$ cat config.mk
export PLATFORM = sky130hd
export DESIGN_NAME = fsm_pipe_sequencer
export DESIGN_NICKNAME = d
export VERILOG_FILES = /design/src/rtl/fpu_ctrl_pkg.sv /design/src/rtl/pipe_token_shift.sv /design/src/rtl/fsm_pipe_sequencer.sv
export SDC_FILE = /design/constraint.sdc
export NUM_CORES = 1
export LEC_CHECK = 0
export ABC_AREA = 0
export ABC_CLOCK_PERIOD_IN_PS = 1850
export BUFFER_PORTS_ARGS = -buffer_cell sky130_fd_sc_hd__buf_2
export CORE_MARGIN = 8
export CORE_UTILIZATION = 43
export CTS_CLUSTER_SIZE = 8
export DETAILED_ROUTE_END_ITERATION = 8
export GPL_TIMING_DRIVEN = 0
export PLACE_DENSITY = 0.71
export SYNTH_ARGS = -nofsm -noshare
export SYNTH_HDL_FRONTEND = slang
export SYNTH_SLANG_ARGS = --single-unit
$ cat constraint.sdc
create_clock -name clk -period 1.85 [get_ports clk]
set_input_delay 0.185 -clock clk [delete_from_list [all_inputs] [get_ports clk]]
set_output_delay 0.185 -clock clk [all_outputs]
set_load 0.02 [all_outputs]
$ cat src/rtl/fpu_ctrl_pkg.sv
// Shared control definitions for the FP pipeline sequencers.
// Holds the sequencer state encoding and the default stage count per FP unit.
package fpu_ctrl_pkg;

  // Sequencer states; DRAIN is reserved and currently unreachable.
  typedef enum logic [1:0] {
    IDLE  = 2'd0,
    RUN   = 2'd1,
    DRAIN = 2'd2
  } seq_state_e;

  // Default pipeline depths per FP unit.
  localparam int unsigned MULT_NUM_STAGES = 6;
  localparam int unsigned ADD_NUM_STAGES  = 5;

endpackage : fpu_ctrl_pkg

$ cat src/rtl/pipe_token_shift.sv
// Token shift register with a matching occupancy counter.
// Ports:
//   clk, rst      clock and asynchronous active-low reset
//   shift_en      advance tokens this cycle (frozen when low)
//   in_bit        token entering stage 0 on an advancing edge
//   clr           synchronous discard of all tokens (beats shift_en)
//   v             token vector, bit k = op present in stage k
//   cnt           number of tokens held, always popcount(v)
module pipe_token_shift #(
  parameter int unsigned NUM_STAGES = 6,
  parameter int unsigned CNT_W      = $clog2(NUM_STAGES + 1)
) (
  input  logic                  clk,
  input  logic                  rst,
  input  logic                  shift_en,
  input  logic                  in_bit,
  input  logic                  clr,
  output logic [NUM_STAGES-1:0] v,
  output logic [CNT_W-1:0]      cnt
);

  logic inc_c;
  logic dec_c;

  // The counter moves with the shift so it never diverges from popcount(v).
  assign inc_c = in_bit;
  assign dec_c = v[NUM_STAGES-1];

  // Token vector and occupancy count.
  always_ff @(posedge clk or negedge rst) begin
    if (!rst) begin
      v   <= '0;
      cnt <= '0;
    end else if (clr) begin
      v   <= '0;
      cnt <= '0;
    end else if (shift_en) begin
      v <= {v[NUM_STAGES-2:0], in_bit};
      if (inc_c && !dec_c) begin
        cnt <= cnt + CNT_W'(1);
      end else if (!inc_c && dec_c) begin
        cnt <= cnt - CNT_W'(1);
      end
    end
  end

endmodule : pipe_token_shift

$ cat src/rtl/fsm_pipe_sequencer.sv
// Control sequencer for the FP arithmetic pipelines.
// Tracks op tokens through NUM_STAGES stages, drives one enable per stage,
// and runs either one op at a time (sequential) or one new op per cycle
// (pipelined). Supports stall, flush, a retirement pulse and an in-flight count.
// Ports:
//   clk, rst                clock and asynchronous active-low reset
//   init_OPERATION          request to start a new operation
//   mode_pipelined          1 = pipelined, 0 = sequential; sampled in IDLE
//   stall                   freeze all stages this cycle
//   flush                   discard all in-flight ops
//   enable_Pipeline_input   operand-load strobe (= accept, combinational)
//   stage_en                per-stage register enables (combinational)
//   ready                   sequencer can accept this cycle (combinational)
//   busy                    any op in flight (combinational)
//   done                    registered one-cycle pulse on retirement
//   inflight_cnt            registered count of ops in flight
module fsm_pipe_sequencer
  import fpu_ctrl_pkg::*;
#(
  parameter int unsigned NUM_STAGES = MULT_NUM_STAGES,
  parameter int unsigned CNT_W      = $clog2(NUM_STAGES + 1)
) (
  input  logic                  clk,
  input  logic                  rst,
  input  logic                  init_OPERATION,
  input  logic                  mode_pipelined,
  input  logic                  stall,
  input  logic                  flush,
  output logic                  enable_Pipeline_input,
  output logic [NUM_STAGES-1:0] stage_en,
  output logic                  ready,
  output logic                  busy,
  output logic                  done,
  output logic [CNT_W-1:0]      inflight_cnt
);

  seq_state_e            state_q;
  seq_state_e            state_d;
  logic                  mode_q;
  logic                  mode_d;
  logic                  ready_c;
  logic                  accept_c;
  logic                  shift_en_c;
  logic [NUM_STAGES-1:0] v;

  // Stages advance only on edges free of stall and flush.
  assign shift_en_c = ~stall & ~flush;

  pipe_token_shift #(
    .NUM_STAGES (NUM_STAGES),
    .CNT_W      (CNT_W)
  ) u_tokens (
    .clk      (clk),
    .rst      (rst),
    .shift_en (shift_en_c),
    .in_bit   (accept_c),
    .clr      (flush),
    .v        (v),
    .cnt      (inflight_cnt)
  );

  // State and latched mode.
  always_ff @(posedge clk or negedge rst) begin
    if (!rst) begin
      state_q <= IDLE;
      mode_q  <= 1'b0;
    end else begin
      state_q <= state_d;
      mode_q  <= mode_d;
    end
  end

  // Next-state, ready and accept decode.
  always_comb begin
    state_d  = state_q;
    mode_d   = mode_q;
    ready_c  = 1'b0;
    accept_c = 1'b0;

    unique case (state_q)
      IDLE:    ready_c = 1'b1;
      RUN:     ready_c = mode_q;
      default: ready_c = 1'b0;
    endcase
    // Reset is folded in so every output reads low while rst is asserted.
    ready_c  = ready_c & shift_en_c & rst;
    accept_c = init_OPERATION & ready_c;

    unique case (state_q)
      IDLE: begin
        mode_d = mode_pipelined;
        if (accept_c) begin
          state_d = RUN;
        end
      end
      RUN: begin
        // Leave once the last token retires with nothing new behind it.
        if (flush) begin
          state_d = IDLE;
        end else if (shift_en_c && (v[NUM_STAGES-2:0] == '0) && !accept_c) begin
          state_d = IDLE;
        end
      end
      DRAIN:   state_d = IDLE;
      default: state_d = IDLE;
    endcase
  end

  // Retirement pulse: the last stage holds a token on an advancing edge.
  always_ff @(posedge clk or negedge rst) begin
    if (!rst) begin
      done <= 1'b0;
    end else begin
      done <= v[NUM_STAGES-1] & shift_en_c;
    end
  end

  assign enable_Pipeline_input = accept_c;
  assign ready                 = ready_c;
  assign stage_en              = v & {NUM_STAGES{shift_en_c}};
  assign busy                  = |v;

endmodule : fsm_pipe_sequencer

# After elaboration in Yosys (flattened, before gate mapping)
# Cells that the tools add are included.
[op_classes]
n_addsub = 2
mul = 0
div_mod_pow = 0
n_lt_le_gt_ge = 0
n_eq_ne = 3
n_shift = 0
mux = 11
bitwise_logic = 8
n_reduce_logical = 13
[op_table]
columns = ["cell", "n"]
rows = [
  ["two-way mux 3 bit", 4],
  ["two-way mux 6 bit", 2],
  ["AND 6 bit", 1],
  ["two-way mux 2 bit", 3],
  ["OR reduction 6 bit", 1],
  ["AND 1 bit", 5],
  ["logical NOT 5 bit", 1],
  ["logical AND 1 bit", 4],
  ["case mux 2 bit (2 select lines)", 1],
  ["AND reduction 2 bit", 2],
  ["adder 3 x 1 -> 3 bit, second input constant", 1],
  ["!= test 3 bit, second input constant", 1],
  ["nonzero test 3 bit", 1],
  ["subtractor 3 x 1 -> 3 bit, second input constant", 1],
  ["== test 2 x 1 -> 1 bit, second input constant", 1],
  ["logical NOT 1 bit", 2],
  ["logical NOT 2 bit", 1],
  ["!= test 2 x 1 -> 1 bit, second input constant", 1],
  ["inverter 1 bit", 2],
  ["case mux 1 bit (2 select lines)", 1],
  ["nonzero test 2 bit", 1],
]
[totals]
reg_bits = 13
latch_bits = 0
ramBits = 0
rom_bits = 0
in_bits = 6
wordCells = 42
memories = 0

# Depth between registers and ports, before layout
# Gate-level depths: netlist of the first run.
[depth]
depth_word = 11
mapped_depth = 9
mapped_depth_nobuf = 8

# Cells and area by module
# From an unflattened synthesis of the first run, not the netlist that was laid out.
[unflattened]
hier_cells = 62
area_unflattened_um2 = 661.9
[modules_own_cells]
columns = ["mod", "instances", "cells_each", "area_each_um2"]
rows = [
  ["pipe_token_shift", 1, 41, 455.4],
  ["fsm_pipe_sequencer", 1, 21, 206.4],
]

# Least setup slack after synthesis of the first run
# OpenSTA, ideal clock, no wires.
[synth_path]
kind = "register to register"
start = "register state_q[0]"
end = "register u_tokens.cnt[2]"
setup_ns = 0.125
t_arrival_ns = 1.792
required_ns = 1.725
slack_ns = -0.067
path_stages_with_launch = 9
n_path_buf = 1
synth_period_minus_slack_ns = 1.917
path_cell_list = "dfrtp_1 -> nor2b_1 -> or3_1 -> buf_2 -> nor2_1 -> fa_1 -> nor2_1 -> mux2i_1 -> mux2_2"
[synth_via]
elab_chain_cells = 9
word_cells_on_any_way = 14
classes_between = "eq/ne (1); mux (4); bitwise (3); reduce/logical (6)"
[synth_rtl]
columns = ["element", "line_no", "rtl"]
rows = [
  ["start, declared", "fsm_pipe_sequencer.sv:37", "seq_state_e state_q;"],
  ["start signal, assigned", "fsm_pipe_sequencer.sv:68", "state_q <= state_d;"],
  ["== test 2 x 1 -> 1 bit / logical NOT 2 bit (equally long branches)", "fsm_pipe_sequencer.sv:80", "unique case (state_q)"],
  ["case mux 1 bit (2 select lines) *", "fsm_pipe_sequencer.sv:80", ""],
  ["AND 1 bit * (2 in a row)", "fsm_pipe_sequencer.sv:86", "ready_c = ready_c & shift_en_c & rst;"],
  ["AND 1 bit *", "fsm_pipe_sequencer.sv:87", "accept_c = init_OPERATION & ready_c;"],
  ["logical AND 1 bit / logical NOT 1 bit (equally long branches)", "pipe_token_shift.sv:39, pipe_token_shift.sv:41", ""],
  ["two-way mux 3 bit / logical AND 1 bit (equally long branches)", "pipe_token_shift.sv:39, pipe_token_shift.sv:41", ""],
  ["two-way mux 3 bit / nonzero test 3 bit (equally long branches)", "n/a", ""],
  ["two-way mux 3 bit / AND reduction 2 bit (equally long branches)", "n/a", ""],
  ["end signal, assigned", "pipe_token_shift.sv:40", "cnt <= cnt + CNT_W'(1);"],
  ["end signal, assigned", "pipe_token_shift.sv:42", "cnt <= cnt - CNT_W'(1);"],
  ["end, declared", "pipe_token_shift.sv:19", "output logic [CNT_W-1:0] cnt"],
]
# Every way passes the cells marked *; elsewhere a longest branch is shown, timed or not. The select of a mux whose other input is x is not followed.
# A chain may end at the register's enable or synchronous reset.

# Worst setup path after layout of the first run
# Ends and elaborated chain as after synthesis.

==> results.sh, run 1 <==
export IMPL_violations_in_the_final_reports="setup timing"
export IMPL_post_drt_via_cell_ratio=4.96
export IMPL_layout_setup_ws_ps=-19.9
export IMPL_critical_path_n_buffers_inverters=0
export IMPL_post_synthesis_simple_gate_area_fraction_pct=24.5
export IMPL_routed_wl_um=1370
export IMPL_core_um2=1450
export IMPL_clkLatencyLatePin_ps=270
export IMPL_die_height_um=54.6
export IMPL_reg2regPathDepth=7
export IMPL_area_growth_synth_to_final_pct=37.0
export IMPL_first_global_vias=506
export IMPL_synth_compound_gate_area_share_pct=2.35
export IMPL_clkSlewWorstSetupHoldPaths_ps=80
export IMPL_gr_usage_all_layers_pct=10.3
export IMPL_syn_cell_area_um2=639
export IMPL_hold_violations=0
export IMPL_cts_root_buf="clkbuf_4"
export IMPL_critical_path_cell_count=7
export IMPL_drcViolationCount=0
export IMPL_effective_utilization_at_floorplan_pct=44.0
export IMPL_synth_avg_cell_area_um2=10.1
export IMPL_synth_flop_cell="dfrtp_1"
export IMPL_slew_viol_final=0
export IMPL_clk_buf_depth=2
export IMPL_yosys_cell_types_count=20
export IMPL_critical_path_slowest_cell="dfrtp_1"
export IMPL_timing_critical_path_max_delay_family="simple AND/OR/NAND/NOR gates"
export IMPL_synthesized_instance_count=63
export IMPL_antenna_cells=0
export IMPL_worst_path_max_fanout=2
export IMPL_io_pins=19
export IMPL_timing_worst_slew_pin_value_ps=553
export IMPL_synth_top_cell_by_area="dfrtp_1"
export IMPL_first_pass_grt_wire_length_um=2210
export IMPL_globalRoute_totalOverflow=0
export IMPL_fin_tns_setup_ps=-19.9
export IMPL_seq_area_frac_synth_pct=47.0
export IMPL_quantity_of_i_o_buffers_inserted_on_ports=18
export IMPL_post_place_cells=97
export IMPL_cellLeakagePower_uw=0.000504
export IMPL_routed_wire_length_per_instance_um=12.7
export IMPL_report_final_setup_viol=1
export IMPL_ys_async_sr_fraction_pct=100
export IMPL_die_area_um2=2980
export IMPL_arrival_ps=2020
export IMPL_finalCritPeriodShare_pct=101
export IMPL_finish_cell_count_without_fillers=108
export IMPL_top_cell_types_by_occurrence_after_synthesis="14 x nor2_1, 12 x dfrtp_1, 6 x and2_1, 6 x mux2i_1, 4 x inv_1"
export IMPL_tritoncts_clock_tree="done"
export IMPL_combinational_family_with_the_most_area_after_synthesis="simple AND/OR/NAND/NOR gates"
export IMPL_number_of_storage_elements_in_the_synthesis_netlist=12
export IMPL_synth_most_common_cell="nor2_1"
export IMPL_synthesis_yosys_warnings=0
export IMPL_htreeDepth=1
export IMPL_timing_clock_skew_ps=5.87
export IMPL_power_density_nw_per_um2=637
export IMPL_cap_viol_max_count=0
export IMPL_antenna_left=0
export IMPL_synth_net_count=70
export IMPL_path_cells="nor2b_4, or3_4, nor2_4, fa_2, nor2_1, mux2i_1, mux2_2"
export IMPL_run_status="finished with violations"
export IMPL_worst_ep_required_time_ps=2000
export IMPL_die_width_um=54.6
export IMPL_dr_first_iter_drc_count=11
export IMPL_synthMuxAreaShare_pct=18.6
export IMPL_via_count=536
export IMPL_nNetsFinal=100
export IMPL_rows=14
export IMPL_synth_area_leaders="dfrtp_1 47%, mux2i_1 9.4%, nor2_1 8.2%"
export IMPL_detailed_place_hpwl_um=936
export IMPL_synth_xor_xnor_area_share_pct=0
export IMPL_ir_worst_vdd_v=0.000301
export IMPL_synthAdderAreaFrac_pct=3.13
export IMPL_worstHoldPathType="in -> reg"
export IMPL_start_kind="flip-flop"
export IMPL_grt_antenna_before_repair=0
export IMPL_worstSetupStartpoint="state_q[0]"
export IMPL_worst_setup_path_endpoint="u_tokens.cnt[2]"
export IMPL_preCtsSetupSlack_ps=-150
export IMPL_reg2reg_setup_slack_ps=-20
export IMPL_number_of_enable_flip_flop_cells_after_synthesis=0
export IMPL_post_route_cells_drive_above_1_share_pct=41.3
export IMPL_r2r_start="state_q[0]"
export IMPL_netlist_area_leader_share_pct=47.0
export IMPL_finalWorstPathRequiredPeriod_ps=1870
export IMPL_fmax_ghz=0.535
export IMPL_timing_worst_setup_path_type="reg -> reg"
export IMPL_numClockSinks=12
export IMPL_worst_max_slew_margin_expressed_relative_to_the_limit_pct=63.0
export IMPL_setup_worst_path_end_class="flip-flop"
export IMPL_cts_made_buffers=3
export IMPL_dr_pass1_iters=4
export IMPL_reg2reg_to="u_tokens.cnt[2]"
export IMPL_pin_count_of_the_biggest_net_entering_global_routing=13
export IMPL_rsz0062_at_grt="true"
export IMPL_gp_routability_congestion=0.753
export IMPL_critPathMaxStageDelay_ps=390
-- layer usage --
metal  track usage [%]  vias up  wire length [um]
met5                 0        -                 0
li1                  -      265                 -
met1              11.9      255               553
met2              16.6       14               701
met4              7.38        0                27
met3              2.17        2                86
-- layout by cell type, fill, tap and decap left out, types with 2 or more instances in the layout --
cell type,netlist,layout
inv_1,4,4
buf_2,2,18
mux2_2,2,2
mux2_1,2,2
nor2_1,14,13
buf_4,0,7
and2_1,6,6
clkbuf_4,0,3
nand3b_1,2,2
mux2i_1,6,6
dfrtp_1,12,12
-- state kept, by name (all words and copies together), names as in the netlist --
signal / cells
state_q: 1
done: 1
u_tokens.v: 6
mode_q: 1
u_tokens.cnt: 3
-- cell families (layout without fill, tap and decap cells) --
group | Yosys count | in the layout
simple gates | 30 | 30
mux | 11 | 11
buf+inv | 7 | 36
flops | 12 | 12
fa+ha+maj | 1 | 1
compound gates | 2 | 2
-- how the worst min path moves through the flow --
stage	start	to	slack, ps	depth (start not counted)
floorplan	rst	done	-110	0
global placement	rst	u_tokens.v[2]	90	1
finish	mode_pipelined	mode_q	150	2
global route	mode_pipelined	mode_q	150	2
detailed placement	rst	u_tokens.v[2]	90	1
CTS	mode_pipelined	mode_q	150	2
-- power breakdown --
group	total, uW	internal, uW	switching (uW)
logic	78.0	37.6	40.4
registers	274	269	5.02
clock network	206	119	86.5
-- area by class of cell --
type	count	area, um^2
fill	127	578
inverter	4	15.0
sequential	12	300
tap	16	20.0
multi-input combinational	44	337
clock buffer	4	36.3
timing repair buffer	26	159
buffer	2	8.76
-- metrics by stage --
step	total power (uW)	area, um^2	utilization, %	hold slack [ps]
2_1_floorplan	319	656	-	-111
3_3_place_gp	341	766	52.7	85.7
3_5_place_dp	342	766	52.7	92.5
4_1_cts	560	852	58.6	148
5_1_grt	591	876	60.2	146
6_report	558	876	60.2	152
-- worst register-to-register path: cells and delay by family, from the launching register on --
| family | cells | cell delay (ps) |
|---|---|---|
| flops | 1 | 390 |
| simple gates | 4 | 670 |
| fa+ha+maj | 1 | 210 |
| mux | 2 | 490 |
-- timing repair --
action	CTS	global route
endpoints found under the setup margin	3	5
hold buffers	1	0
endpoints found under the hold margin	12	0
setup buffers	5	2
pin swaps	2	2
resized for setup	1	5
Power figures use the tool's default switching activity.
==> run 2: changes to the inputs <==
Settings changed: CELL_PAD_IN_SITES_DETAIL_PLACEMENT set to 0, CELL_PAD_IN_SITES_GLOBAL_PLACEMENT set to 1, CORE_UTILIZATION 43 to 33, PLACE_DENSITY 0.71 to 0.76.
==> run 2 against run 1 <==
- the run still ends with setup timing left
- sequential share of layout area grew 0.20 points
- non-clock buffer count shrank 2
- final area fell by 0.57%
- total power rose by 1.8%
- setup slack worse by 3.3 ps
- sequential power barely moved
- maximum frequency is 0.18% lower
- final cell count is 8.3% higher
- critical path type unchanged
- largest cell class unchanged
- highest routed layer unchanged
==> results.sh, run 2 (synthesis results as in run 1) <==
export IMPL_detailed_place_hpwl_um=1040
export IMPL_rows=16
export IMPL_cap_viol_max_count=0
export IMPL_run_status="finished with violations"
export IMPL_finish_cell_count_without_fillers=117
export IMPL_seqPwrFrac_pct=48.3
export IMPL_htreeDepth=1
export IMPL_die_width_um=60.0
export IMPL_slew_viol_final=0
export IMPL_worst_max_slew_margin_expressed_relative_to_the_limit_pct=61.2
export IMPL_timing_critical_path_max_delay_family="simple AND/OR/NAND/NOR gates"
export IMPL_power_combinational_fraction_pct=13.5
export IMPL_ir_worst_vdd_v=0.000218
export IMPL_tritoncts_clock_tree="done"
export IMPL_gp_routability_congestion=0.711
export IMPL_worstHoldPathType="in -> reg"
export IMPL_preCtsSetupSlack_ps=-158
export IMPL_hold_worst_slack_ps=154
export IMPL_hold_path_end="mode_q"
export IMPL_path_cells="nor2b_4, or3_4, nor2_4, fa_2, nor2_1, mux2i_1, mux2_2"
export IMPL_grt_antenna_before_repair=0
export IMPL_timing_clock_skew_ps=5.07
export IMPL_finalCritPeriodShare_pct=101
export IMPL_first_pass_grt_wire_length_um=2610
export IMPL_core_um2=1900
export IMPL_nNetsFinal=98
export IMPL_routed_wire_length_per_instance_um=13.3
export IMPL_pin_count_of_the_biggest_net_entering_global_routing=13
export IMPL_worst_ep_required_time_ps=2020
export IMPL_effective_utilization_at_floorplan_pct=33.6
export IMPL_r2r_start="state_q[0]"
export IMPL_post_route_cells_drive_above_1_share_pct=38.9
export IMPL_placedInstanceArea_um2=779
export IMPL_min_delay_path_depth=2
export IMPL_biggestRegsByFlops="u_tokens.v (6), u_tokens.cnt (3)"
export IMPL_cts_root_buf="clkbuf_4"
export IMPL_die_area_um2=3600
export IMPL_die_height_um=60.0
export IMPL_largest_register_ffs=6
export IMPL_critical_path_slowest_cell="or3_4"
export IMPL_setup_worst_path_end_class="flip-flop"
export IMPL_arrival_ps=2040
export IMPL_reg2regPathDepth=7
export IMPL_via_count=523
export IMPL_io_pins=19
export IMPL_start_kind="flip-flop"
export IMPL_rsz0062_at_grt="true"
export IMPL_dr_pass1_iters=3
export IMPL_layout_setup_ws_ps=-23.3
export IMPL_report_final_setup_viol=2
export IMPL_post_drt_via_cell_ratio=4.47
export IMPL_violations_in_the_final_reports="setup timing"
export IMPL_reg2reg_to="u_tokens.cnt[2]"
export IMPL_clkLatencyLatePin_ps=280
export IMPL_power_total_uw=568
export IMPL_largest_register="u_tokens.v"
export IMPL_clk_buf_depth=2
export IMPL_p_sw_uw=144
export IMPL_min_delay_startpoint="mode_pipelined"
export IMPL_reg2reg_setup_slack_ps=-20
export IMPL_critPathMaxStageDelay_ps=400
export IMPL_timing_worst_slew_pin_value_ps=579
export IMPL_worst_path_max_fanout=2
export IMPL_cts_made_buffers=3
export IMPL_timing_worst_setup_path_type="reg -> reg"
export IMPL_power_switching_fraction_pct=25.4
export IMPL_dr_first_iter_drc_count=8
export IMPL_cellLeakagePower_uw=0.000494
export IMPL_hold_violations=0
export IMPL_routed_wl_um=1560
export IMPL_internal_power_uw=423
export IMPL_power_clock_fraction_pct=38.1
export IMPL_antenna_left=0
export IMPL_globalRoute_totalOverflow=0
export IMPL_clkSlewWorstSetupHoldPaths_ps=90
export IMPL_drcViolationCount=0
export IMPL_layout_cells_most_common="buf_2"
export IMPL_critical_path_n_buffers_inverters=0
export IMPL_quantity_of_i_o_buffers_inserted_on_ports=18
export IMPL_layout_cells_most_common_list="18 x buf_2, 13 x nor2_1, 12 x dfrtp_1"
export IMPL_gr_usage_all_layers_pct=9.74
export IMPL_antenna_cells=0
export IMPL_power_density_nw_per_um2=652
export IMPL_first_global_vias=594
export IMPL_numClockSinks=12
export IMPL_post_place_cells=108
export IMPL_finalWorstPathRequiredPeriod_ps=1870
export IMPL_area_growth_synth_to_final_pct=36.2
export IMPL_fmax_ghz=0.534
export IMPL_layout_cell_area_non_filler_um2=871
run 2: changes by cell type in the layout (fill, tap and decap cells not counted):
cell	previous run	this run
or4_4	1	0
or4_1	0	1
buf_4	7	5
run 2: worst max-delay path by stage:
stage	depth (start not counted)	slack, ps	to	startpoint
final	7	-20	u_tokens.cnt[2]	state_q[0]
after global routing	7	-140	u_tokens.cnt[2]	state_q[0]
after CTS	8	-70	u_tokens.cnt[2]	state_q[0]
after detailed placement	9	-160	u_tokens.cnt[2]	rst
after global placement	9	-160	u_tokens.cnt[2]	rst
after floorplan	8	-60	u_tokens.cnt[2]	state_q[0]
run 2: cell type report:
cell class | count | area, um^2
inverter | 4 | 15.0
timing repair buffer | 24 | 144
fill | 193 | 1030
sequential | 12 | 300
clock buffer | 4 | 36.3
multi-input combinational | 44 | 333
tap | 27 | 33.8
buffer | 2 | 8.76
run 2: metal layers:
metal	global-route usage [%]	vias up	wire length, um
li1	-	259	-
met1	10.1	251	630
met2	16.9	11	829
met3	1.94	2	80
met4	7.14	0	14
met5	0	-	0
run 2: worst reg2reg max path, stage by stage, from the launching register on:
cell and delay, ps:
dfrtp_1 380, nor2b_4 130, or3_4 400, nor2_4 120
fa_2 210, nor2_1 40, mux2i_1 140, mux2_2 340
run 2: power groups by stage:
stage	Sequential [uW]	Clock [uW]	Combinational (uW)
after floorplan	280	0	38.4
after global placement	279	0	63.3
after detailed placement	279	0	65.1
after CTS	273	223	73.9
after global routing	276	231	84.7
final	274	217	76.9
run 2: timing repair:
item                                    in CTS  in global routing
setup buffers                                4                  1
endpoints found under the setup margin       3                  5
resized for setup                            2                  3
hold buffers                                 1                  0
cloned                                       0                  0
endpoints found under the hold margin       12                  0
pin swaps                                    2                  3
run 2: per-stage QoR:
stage	util, %	TNS, ps
floorplan	-	-59.0
global placement	41.0	-157
detailed placement	41.0	-174
CTS	45.3	-92.5
global route	45.8	-218
finish	45.8	-42.7
==> run 3: changes to the inputs <==
Settings changed: CELL_PAD_IN_SITES_DETAIL_PLACEMENT 0 to not set, CELL_PAD_IN_SITES_GLOBAL_PLACEMENT 1 to not set, CORE_UTILIZATION 33 to 43, CTS_BUF_LIST set to sky130_fd_sc_hd__clkbuf_16, PLACE_DENSITY 0.76 to 0.75.
==> run 3 against run 2 <==
- the run still ends with setup timing left
- critical path depth did not move
- largest cell class unchanged
- via count rose by 2.9%
- die area fell by 17%
- non-clock buffer count fell by 2
- register-to-register slack got worse by 40 ps
- count of clock-buffer cells in the layout fell by 1
- routed wire length fell by 5.3%
- worst hold slack improved by 37 ps
- sequential power barely moved
- highest routed layer unchanged
- total power rose by 29%
- utilization rose by 15 points
- sequential share of layout area fell by 0.29 points
==> results.sh, run 3 (synthesis results as in run 1) <==
export IMPL_timing_worst_setup_path_type="reg -> reg"
export IMPL_setup_worst_path_end_class="flip-flop"
export IMPL_core_um2=1450
export IMPL_power_switching_fraction_pct=20.1
export IMPL_nNetsFinal=96
export IMPL_finalWorstPathRequiredPeriod_ps=1910
export IMPL_via_count=538
export IMPL_timing_clock_skew_ps=1.60
export IMPL_io_pins=19
export IMPL_power_clock_fraction_pct=52.2
export IMPL_arrival_ps=2030
export IMPL_antenna_cells=0
export IMPL_power_density_nw_per_um2=832
export IMPL_power_combinational_fraction_pct=10.0
export IMPL_die_height_um=54.6
export IMPL_violations_in_the_final_reports="setup timing"
export IMPL_clkSlewWorstSetupHoldPaths_ps=40
export IMPL_hold_worst_slack_ps=191
export IMPL_cellLeakagePower_uw=0.000498
export IMPL_antenna_left=0
export IMPL_biggestRegsByFlops="u_tokens.v (6), u_tokens.cnt (3)"
export IMPL_worstSetupStartpoint="state_q[0]"
export IMPL_slew_viol_final=0
export IMPL_core_occupancy_in_the_finished_layout_pct=60.4
export IMPL_quantity_of_i_o_buffers_inserted_on_ports=18
export IMPL_die_width_um=54.6
export IMPL_dr_pass1_iters=4
export IMPL_first_pass_grt_wire_length_um=2370
export IMPL_tritoncts_clock_tree="done"
export IMPL_area_growth_synth_to_final_pct=37.4
export IMPL_hold_violations=0
export IMPL_r2r_start="state_q[0]"
export IMPL_reg2regPathDepth=7
export IMPL_detailed_place_hpwl_um=1040
export IMPL_report_final_setup_viol=1
export IMPL_run_status="finished with violations"
export IMPL_min_delay_startpoint="mode_pipelined"
export IMPL_start_kind="flip-flop"
export IMPL_gr_usage_all_layers_pct=11.1
export IMPL_largest_register_ffs=6
export IMPL_reg2reg_setup_slack_ps=-60
export IMPL_seqPwrFrac_pct=37.8
export IMPL_clkLatencyLatePin_ps=230
export IMPL_rsz0062_at_grt="true"
export IMPL_worst_path_max_fanout=2
export IMPL_first_global_vias=544
export IMPL_rows=14
export IMPL_timing_worst_slew_pin_value_ps=575
export IMPL_worstHoldPathType="in -> reg"
export IMPL_htreeDepth=1
export IMPL_post_drt_via_cell_ratio=5.22
export IMPL_cap_viol_max_count=0
export IMPL_die_area_um2=2980
export IMPL_post_route_cells_drive_above_1_share_pct=37.9
export IMPL_internal_power_uw=584
export IMPL_layout_cells_most_common="buf_2"
export IMPL_ir_worst_vdd_v=0.000432
export IMPL_dr_first_iter_drc_count=5
export IMPL_p_sw_uw=147
export IMPL_clk_buf_depth=2
export IMPL_pin_count_of_the_biggest_net_entering_global_routing=13
export IMPL_worst_ep_required_time_ps=1970
export IMPL_reg2reg_to="u_tokens.cnt[2]"
export IMPL_cts_made_buffers=3
export IMPL_routed_wire_length_per_instance_um=14.3
export IMPL_grt_antenna_before_repair=0
export IMPL_worst_max_slew_margin_expressed_relative_to_the_limit_pct=61.6
export IMPL_drcViolationCount=0
export IMPL_globalRoute_totalOverflow=0
export IMPL_fmax_ghz=0.524
export IMPL_cts_root_buf="clkbuf_16"
export IMPL_numClockSinks=12
export IMPL_layout_setup_ws_ps=-59.3
export IMPL_largest_register="u_tokens.v"
export IMPL_worst_setup_path_endpoint="u_tokens.cnt[2]"
export IMPL_finalCritPeriodShare_pct=103
export IMPL_layout_cells_most_common_list="19 x buf_2, 13 x nor2_1, 12 x dfrtp_1"
export IMPL_routed_wl_um=1470
export IMPL_power_total_uw=730
export IMPL_effective_utilization_at_floorplan_pct=44.0
export IMPL_gp_routability_congestion=0.740
[run 3: changes by cell type in the layout (fill, tap and decap cells not counted)]
cell / delta
clkbuf_16: +3
clkbuf_4: -3
buf_4: -2
buf_2: +1
buf_6: -1
clkbuf_8: -1
or4_1: -1
or4_4: +1
[run 3: metrics by stage]
| step | setup slack, ps | TNS [ps] | instances | instance area [um^2] |
|---|---|---|---|---|
| 4_1_cts | -75.5 | -105 | 103 | 866 |
| 2_1_floorplan | -59.0 | -59.0 | 63 | 656 |
| 6_report | -59.3 | -59.3 | 103 | 878 |
| 5_1_grt | -167 | -217 | 103 | 878 |
| 3_3_place_gp | -140 | -140 | 97 | 766 |
| 3_5_place_dp | -171 | -187 | 97 | 766 |
[run 3: power by group through the flow]
| stage | Combinational, uW | Sequential, uW | Clock [uW] |
|---|---|---|---|
| floorplan | 38.4 | 280 | 0 |
| global placement | 62.4 | 279 | 0 |
| detailed placement | 64.2 | 280 | 0 |
| CTS | 71.4 | 275 | 390 |
| global route | 81.7 | 277 | 405 |
| finish | 73.2 | 276 | 381 |
[run 3: cell type report]
| cell class | count | area, um^2 |
|---|---|---|
| timing repair buffer | 22 | 123 |
| tap | 16 | 20.0 |
| fill | 117 | 576 |
| multi-input combinational | 44 | 337 |
| clock buffer | 3 | 75.1 |
| sequential | 12 | 300 |
| buffer | 2 | 8.76 |
| inverter | 4 | 15.0 |
[run 3: worst min-delay path by stage]
stage          cells past startpoint            end  slack, ps
6_report                           2         mode_q        190
5_1_grt                            2         mode_q        200
4_1_cts                            2         mode_q        190
3_5_place_dp                       1  u_tokens.v[1]         90
3_3_place_gp                       1  u_tokens.v[1]         80
2_1_floorplan                      0           done       -110
[run 3: per-layer routing]
metal	global-route usage, %	part of all wire [%]	vias up
met2	19.8	53	20
met3	2.45	8.1	2
met1	11.7	37	259
met4	6.15	1.6	0
li1	-	-	257
met5	0	0	-
[run 3: worst max-delay path, cell delays in order (launching register included)]
cell and delay, ps:
dfrtp_1 380, nor2b_4 130, or3_4 400, nor2_4 130, fa_2 210, nor2_1 40
mux2i_1 140, mux2_2 350
[run 3: repair_timing]
action,in CTS,in global routing
hold endpoints to repair,12,0
resized for setup,0,4
pin swaps,1,3
setup buffers,2,1
endpoints found under the setup margin,2,4
hold buffers,1,0
